`config.mk`:
```
export PLATFORM = sky130hd
export DESIGN_NAME = term_writer
export DESIGN_NICKNAME = d
export VERILOG_FILES = /design/src/rtl/term_writer.sv
export SDC_FILE = /design/constraint.sdc
export NUM_CORES = 1
export LEC_CHECK = 0
export CORE_MARGIN = 5
export CORE_UTILIZATION = 50
export CTS_CLUSTER_DIAMETER = 50
export DETAILED_ROUTE_END_ITERATION = 10
export PLACE_DENSITY = 0.85
export SYNTH_ARGS = -nofsm -noshare
export SYNTH_HDL_FRONTEND = slang
export SYNTH_SLANG_ARGS = --single-unit
```
`constraint.sdc`:
```
create_clock -name clk100 -period 3.3 [get_ports clk100]
set_input_delay 0.495 -clock clk100 [delete_from_list [all_inputs] [get_ports clk100]]
set_output_delay 0.495 -clock clk100 [all_outputs]
set_load 0.05 [all_outputs]
```
`src/rtl/term_writer.sv`:
```
// Character terminal writer: turns an ASCII byte stream into fill/copy requests for a display cell buffer.
// Optional form-feed screen clear is built only when TERM_FORMFEED_EN is defined.
module term_writer #(
  parameter int COLS = 80,
  parameter int ROWS = 25
) (
  input  logic        clk100,
  input  logic        rst_n,
  input  logic        rx_valid,
  input  logic [7:0]  rx_data,
  output logic        rx_ready,
  output logic [10:0] cursor,
  output logic        wr_start,
  output logic [10:0] wr_begin,
  output logic [10:0] wr_end,
  output logic [7:0]  wr_data,
  output logic [7:0]  wr_offset,
  input  logic        wr_complete
);

  typedef enum logic [2:0] {
    IDLE, PUT, SCROLL_COPY, SCROLL_CLEAR, CLEAR_ALL, WAIT
  } state_t;

  localparam logic [10:0] COLS_A      = 11'(COLS);
  localparam logic [10:0] LAST_COL    = 11'(COLS - 1);
  localparam logic [10:0] LAST_ROW    = 11'(ROWS - 1);
  localparam logic [10:0] SCROLL_BASE = 11'((ROWS - 1) * COLS);
  localparam logic [10:0] SCREEN_END  = 11'(ROWS * COLS);
  localparam logic [7:0]  COPY_DIST   = 8'(COLS);
  // A one-row screen has nothing to copy, so the scroll starts with the clear.
  localparam state_t SCROLL_FIRST = (ROWS > 1) ? SCROLL_COPY : SCROLL_CLEAR;

  state_t      state, state_n, ret, ret_n, req;
  logic [10:0] row, row_n, col, col_n, row_base, row_base_n, pos;
  logic [7:0]  data_q, data_n;
  logic        printable;

  assign pos       = row_base + col;
  assign printable = (rx_data >= 8'h20) && (rx_data <= 8'h7E);

  // NOTE: sequential state uses non-blocking assignments so every register samples pre-edge values.
  always_ff @(posedge clk100) begin
    if (!rst_n) begin
      state    <= IDLE;
      ret      <= IDLE;
      row      <= '0;
      col      <= '0;
      row_base <= '0;
      data_q   <= '0;
    end else begin
      state    <= state_n;
      ret      <= ret_n;
      row      <= row_n;
      col      <= col_n;
      row_base <= row_base_n;
      data_q   <= data_n;
    end
  end

  // NOTE: every variable gets a default before the case so no latch is inferred.
  always_comb begin
    state_n    = state;
    ret_n      = ret;
    row_n      = row;
    col_n      = col;
    row_base_n = row_base;
    data_n     = data_q;
    case (state)
      IDLE: begin
        if (rx_valid) begin
          data_n = rx_data;
          if (printable) begin
            state_n = PUT;
          end else if (rx_data == 8'h0D) begin
            col_n = '0;
          end else if (rx_data == 8'h0A) begin
            if (row == LAST_ROW) begin
              state_n = SCROLL_FIRST;
            end else begin
              row_n      = row + 11'd1;
              row_base_n = row_base + COLS_A;
            end
          end else if (rx_data == 8'h08) begin
            if (col != '0) col_n = col - 11'd1;
`ifdef TERM_FORMFEED_EN
          end else if (rx_data == 8'h0C) begin
            state_n = CLEAR_ALL;
`endif
          end
        end
      end
      PUT, SCROLL_COPY, SCROLL_CLEAR, CLEAR_ALL: begin
        ret_n   = state;
        state_n = WAIT;
      end
      WAIT: begin
        if (wr_complete) begin
          state_n = IDLE;
          case (ret)
            PUT: begin
              if (col == LAST_COL) begin
                col_n = '0;
                if (row == LAST_ROW) begin
                  state_n = SCROLL_FIRST;
                end else begin
                  row_n      = row + 11'd1;
                  row_base_n = row_base + COLS_A;
                end
              end else begin
                col_n = col + 11'd1;
              end
            end
            SCROLL_COPY: state_n = SCROLL_CLEAR;
`ifdef TERM_FORMFEED_EN
            CLEAR_ALL: begin
              row_n      = '0;
              col_n      = '0;
              row_base_n = '0;
            end
`endif
            default: state_n = IDLE;
          endcase
        end
      end
      default: state_n = IDLE;
    endcase
  end

  // Request fields derive from the request in flight, so they hold steady through WAIT.
  always_comb begin
    req       = (state == WAIT) ? ret : state;
    rx_ready  = 1'b0;
    cursor    = '0;
    wr_start  = 1'b0;
    wr_begin  = '0;
    wr_end    = '0;
    wr_data   = '0;
    wr_offset = '0;
    if (rst_n) begin
      rx_ready = (state == IDLE);
      cursor   = pos;
      wr_start = (state != IDLE) && (state != WAIT);
      case (req)
        PUT: begin
          wr_begin = pos;
          wr_end   = pos + 11'd1;
          wr_data  = data_q;
        end
        SCROLL_COPY: begin
          wr_end    = SCROLL_BASE;
          wr_offset = COPY_DIST;
        end
        SCROLL_CLEAR: begin
          wr_begin = SCROLL_BASE;
          wr_end   = SCREEN_END;
          wr_data  = 8'h20;
        end
`ifdef TERM_FORMFEED_EN
        CLEAR_ALL: begin
          wr_end  = SCREEN_END;
          wr_data = 8'h20;
        end
`endif
        default: ;
      endcase
    end
  end

endmodule

```
==> results.cfg <==
[layout]
final_cell_mix = nor2_1, nand2_1, a21oi_1, dfxtp_1, buf_12
n_antenna_cell = 0
final_area_mm2 = 0.004332
final_nets = 515
post-route-util_pct = 68.61
area_growth_pct = 34.29
drive_gt1_share_pct = 17.11
layout_commonest_cell = nor2_1

[timing]
drv_slew = 0
totalNegativeSetupSlack_ns = 0
max_slew_margin_pct = 52.92
hold_viol = 0
rsz0062_at_grt = false
skew_ns = 0.008135
clock.fmax_ghz = 0.3184
fin_crit_ns = 3.141
timing.hold.ws_ns = 0.4528
fin_crit_sh_pct = 95.18
setup_viol = 0
fin_ws_ns = 0.1591
tightest_slew_ns = 0.7061

[setup_path]
crit_fanout = 11
cp.required_ns = 2.80
crit_family = compound AO/OA/AOI/OAI gates
slowest_stage = fa_1
start_kind = register
path_cells = ha_1, inv_1, fa_1, nor2b_2, o221a_2, o32ai_1, a311o_1, xnor2_1, o21ai_2, buf_12
worstSetupPathType = reg -> out
endpoint_kind = output pin
arrival_ns = 2.65
path_buf_inv = 2
critical_path.max_stage_delay_ns = 0.42

[place]
hpwlAfterDp_mm = 7.225
portBuffers = 56
preCtsSetupSlack_ns = 0.2936
dpl_cell_area_mm2 = 0.004198
place_congestion = 0.9317

[power_and_ir_drop]
p_leak_nw = 1.634
power_density_mw_per_mm2 = 573.1
vdd_drop_max_v = 0.0004009

[drt]
first_pass_iters = 5
drc = 0
vias = 3507
wl_mm = 9.735
route.detailed.wl_per_inst_um = 17.14
avgViaCountPerCell = 6.174
dr.first_iter.drc_count = 314
drtAntennaViolNets = 0

[synth]
yosysTopAreaCellShare_pct = 26.69
syn-cell-area_mm2 = 0.003226
yosys.area_share.simple_pct = 32.78
synthArstFlopShare_pct = 0
synth_seq_cells = 43
synthTopCellsByArea = dfxtp_1, nor2_1, a21oi_1, nand2_1, ha_1
synth_area_per_cell_um2 = 7.298
synth_edf_count = 0
synthAdderAreaFrac_pct = 5.275
ys.flop_type = dfxtp_1
synthCells = 442
synth_top_family_by_area = simple AND/OR/NAND/NOR gates
synth-compound-area-share_pct = 20.91
seq_area_frac_synth_pct = 26.69
synth.yosys.warnings = 0
synth_xor_area_share_pct = 7.060
synth_top_area_cell = dfxtp_1
synth_cell_types = 57
synthMuxAreaShare_pct = 0.3103

[cts]
cts_hold_buf = 0
clkLatencyLatePin_ns = 0.30
cts_buffers = 5
root_buffer = clkbuf_8
cts_post_setup_buffers_inserted = 0
clock_path_buffers = 2
cts_tree = built
clock-sinks = 43
clkTransAtPathRegs_ns = 0.09
h-tree-depth = 2

[global_routing]
use_met1_pct = 31.56
use_met2_pct = 36.22
top_usage_layer = met2
grt_max_degree = 27
grt.total_usage_pct = 22.77
use_met3_pct = 4.750
grt_pass1_vias = 3150
gr-total-overflow = 0
antenna_found_initial = 0
grt_first_pass_wirelength_mm = 15.79

[run]
maxCapViolCount = 0

[outcome]
status = completed

[min_path]
hold_class = reg -> reg

[floorplan]
start_util_pct = 51.09
dieArea_mm2 = 0.008158
chipHeight_um = 90.32
ios = 63
coreArea_mm2 = 0.006314
die_w_um = 90.32
num_rows = 29
==> state kept, by name, summed over array words and instances, names as in the netlist <==
register / cells
col: 11
ret: 3
row_base: 7
state: 3
row: 11
data_q: 8
==> path summary, 6_finish.rpt <==
| path | startpoint | endpoint | slack, ns | cells after the start |
|---|---|---|---|---|
| worst max-delay path | col[4]$_SDFFE_PN0P_ | wr_end[10] | 0.16 | 10 |
| worst min-delay path | data_q[4]$_SDFFE_PN0P_ | data_q[4]$_SDFFE_PN0P_ | 0.45 | 2 |
| worst max register to register | col[0]$_SDFFE_PN0P_ | row_base[9]$_SDFFE_PN0P_ | 0.54 | 7 |
| worst min register to register | data_q[4]$_SDFFE_PN0P_ | data_q[4]$_SDFFE_PN0P_ | 0.45 | 2 |
==> cell type report <==
type                       count  area (µm²)
sequential                    43       867.1
timing repair buffer          69        1026
tap                           77       96.34
clock buffer                   5       68.82
fill                         481        1982
multi-input combinational    357        2197
inverter                      14       52.55
clock inverter                 3       23.77
==> kinds of logic after synthesis <==
group	after synthesis
and+or+nand+nor	205
AOI/OAI and AO/OA	106
buffers and inverters	47
DFF	43
xor gates and xnor gates	26
adders and majority gates	13
other	1
muxes	1
==> routing by layer <==
| metal | up-vias | part of all wire [%] |
|---|---|---|
| li1 | 1651 | - |
| met1 | 1643 | 43 |
| met2 | 187 | 47 |
| met3 | 26 | 8.4 |
| met4 | 0 | 2.0 |
| met5 | - | 0 |
==> Yosys cell counts, drive strengths merged, types with 7 or more instances <==
library cell	instances
nand2	48
clkbuf	20
nand2b	7
o21ai	23
and3	9
nor2	54
ha	12
dfxtp	43
nand4	8
xor2	13
a21oi	40
nor3	9
inv	14
and2	19
xnor2	13
nand3	21
buf	13
==> worst register-to-register path, stage by stage, from the launching register on <==
cell and delay, ns:
dfxtp_1 0.46, ha_1 0.31, nand3_1 0.20, nor4_4 0.38, nand2b_1 0.44, nand2_2 0.20, or4_1 0.54, a21oi_1 0.16
==> per-stage QoR <==
| step | power [mW] | instances |
|---|---|---|
| 2_1_floorplan | 1.683 | 447 |
| 3_3_place_gp | 2.044 | 560 |
| 3_5_place_dp | 2.089 | 560 |
| 4_1_cts | 2.445 | 568 |
| 5_1_grt | 2.635 | 568 |
| 6_report | 2.482 | 568 |
==> power breakdown <==
part           switching (mW)  internal [mW]
Clock                   0.203          0.152
Sequential              0.153          0.603
Combinational           0.802          0.569
==> repair_timing <==
item,in CTS,in global routing
pin swaps,0,0
gates resized for setup,1,11
endpoints found under the setup margin,3,4
No activity file was read; power rests on OpenSTA's default activity.
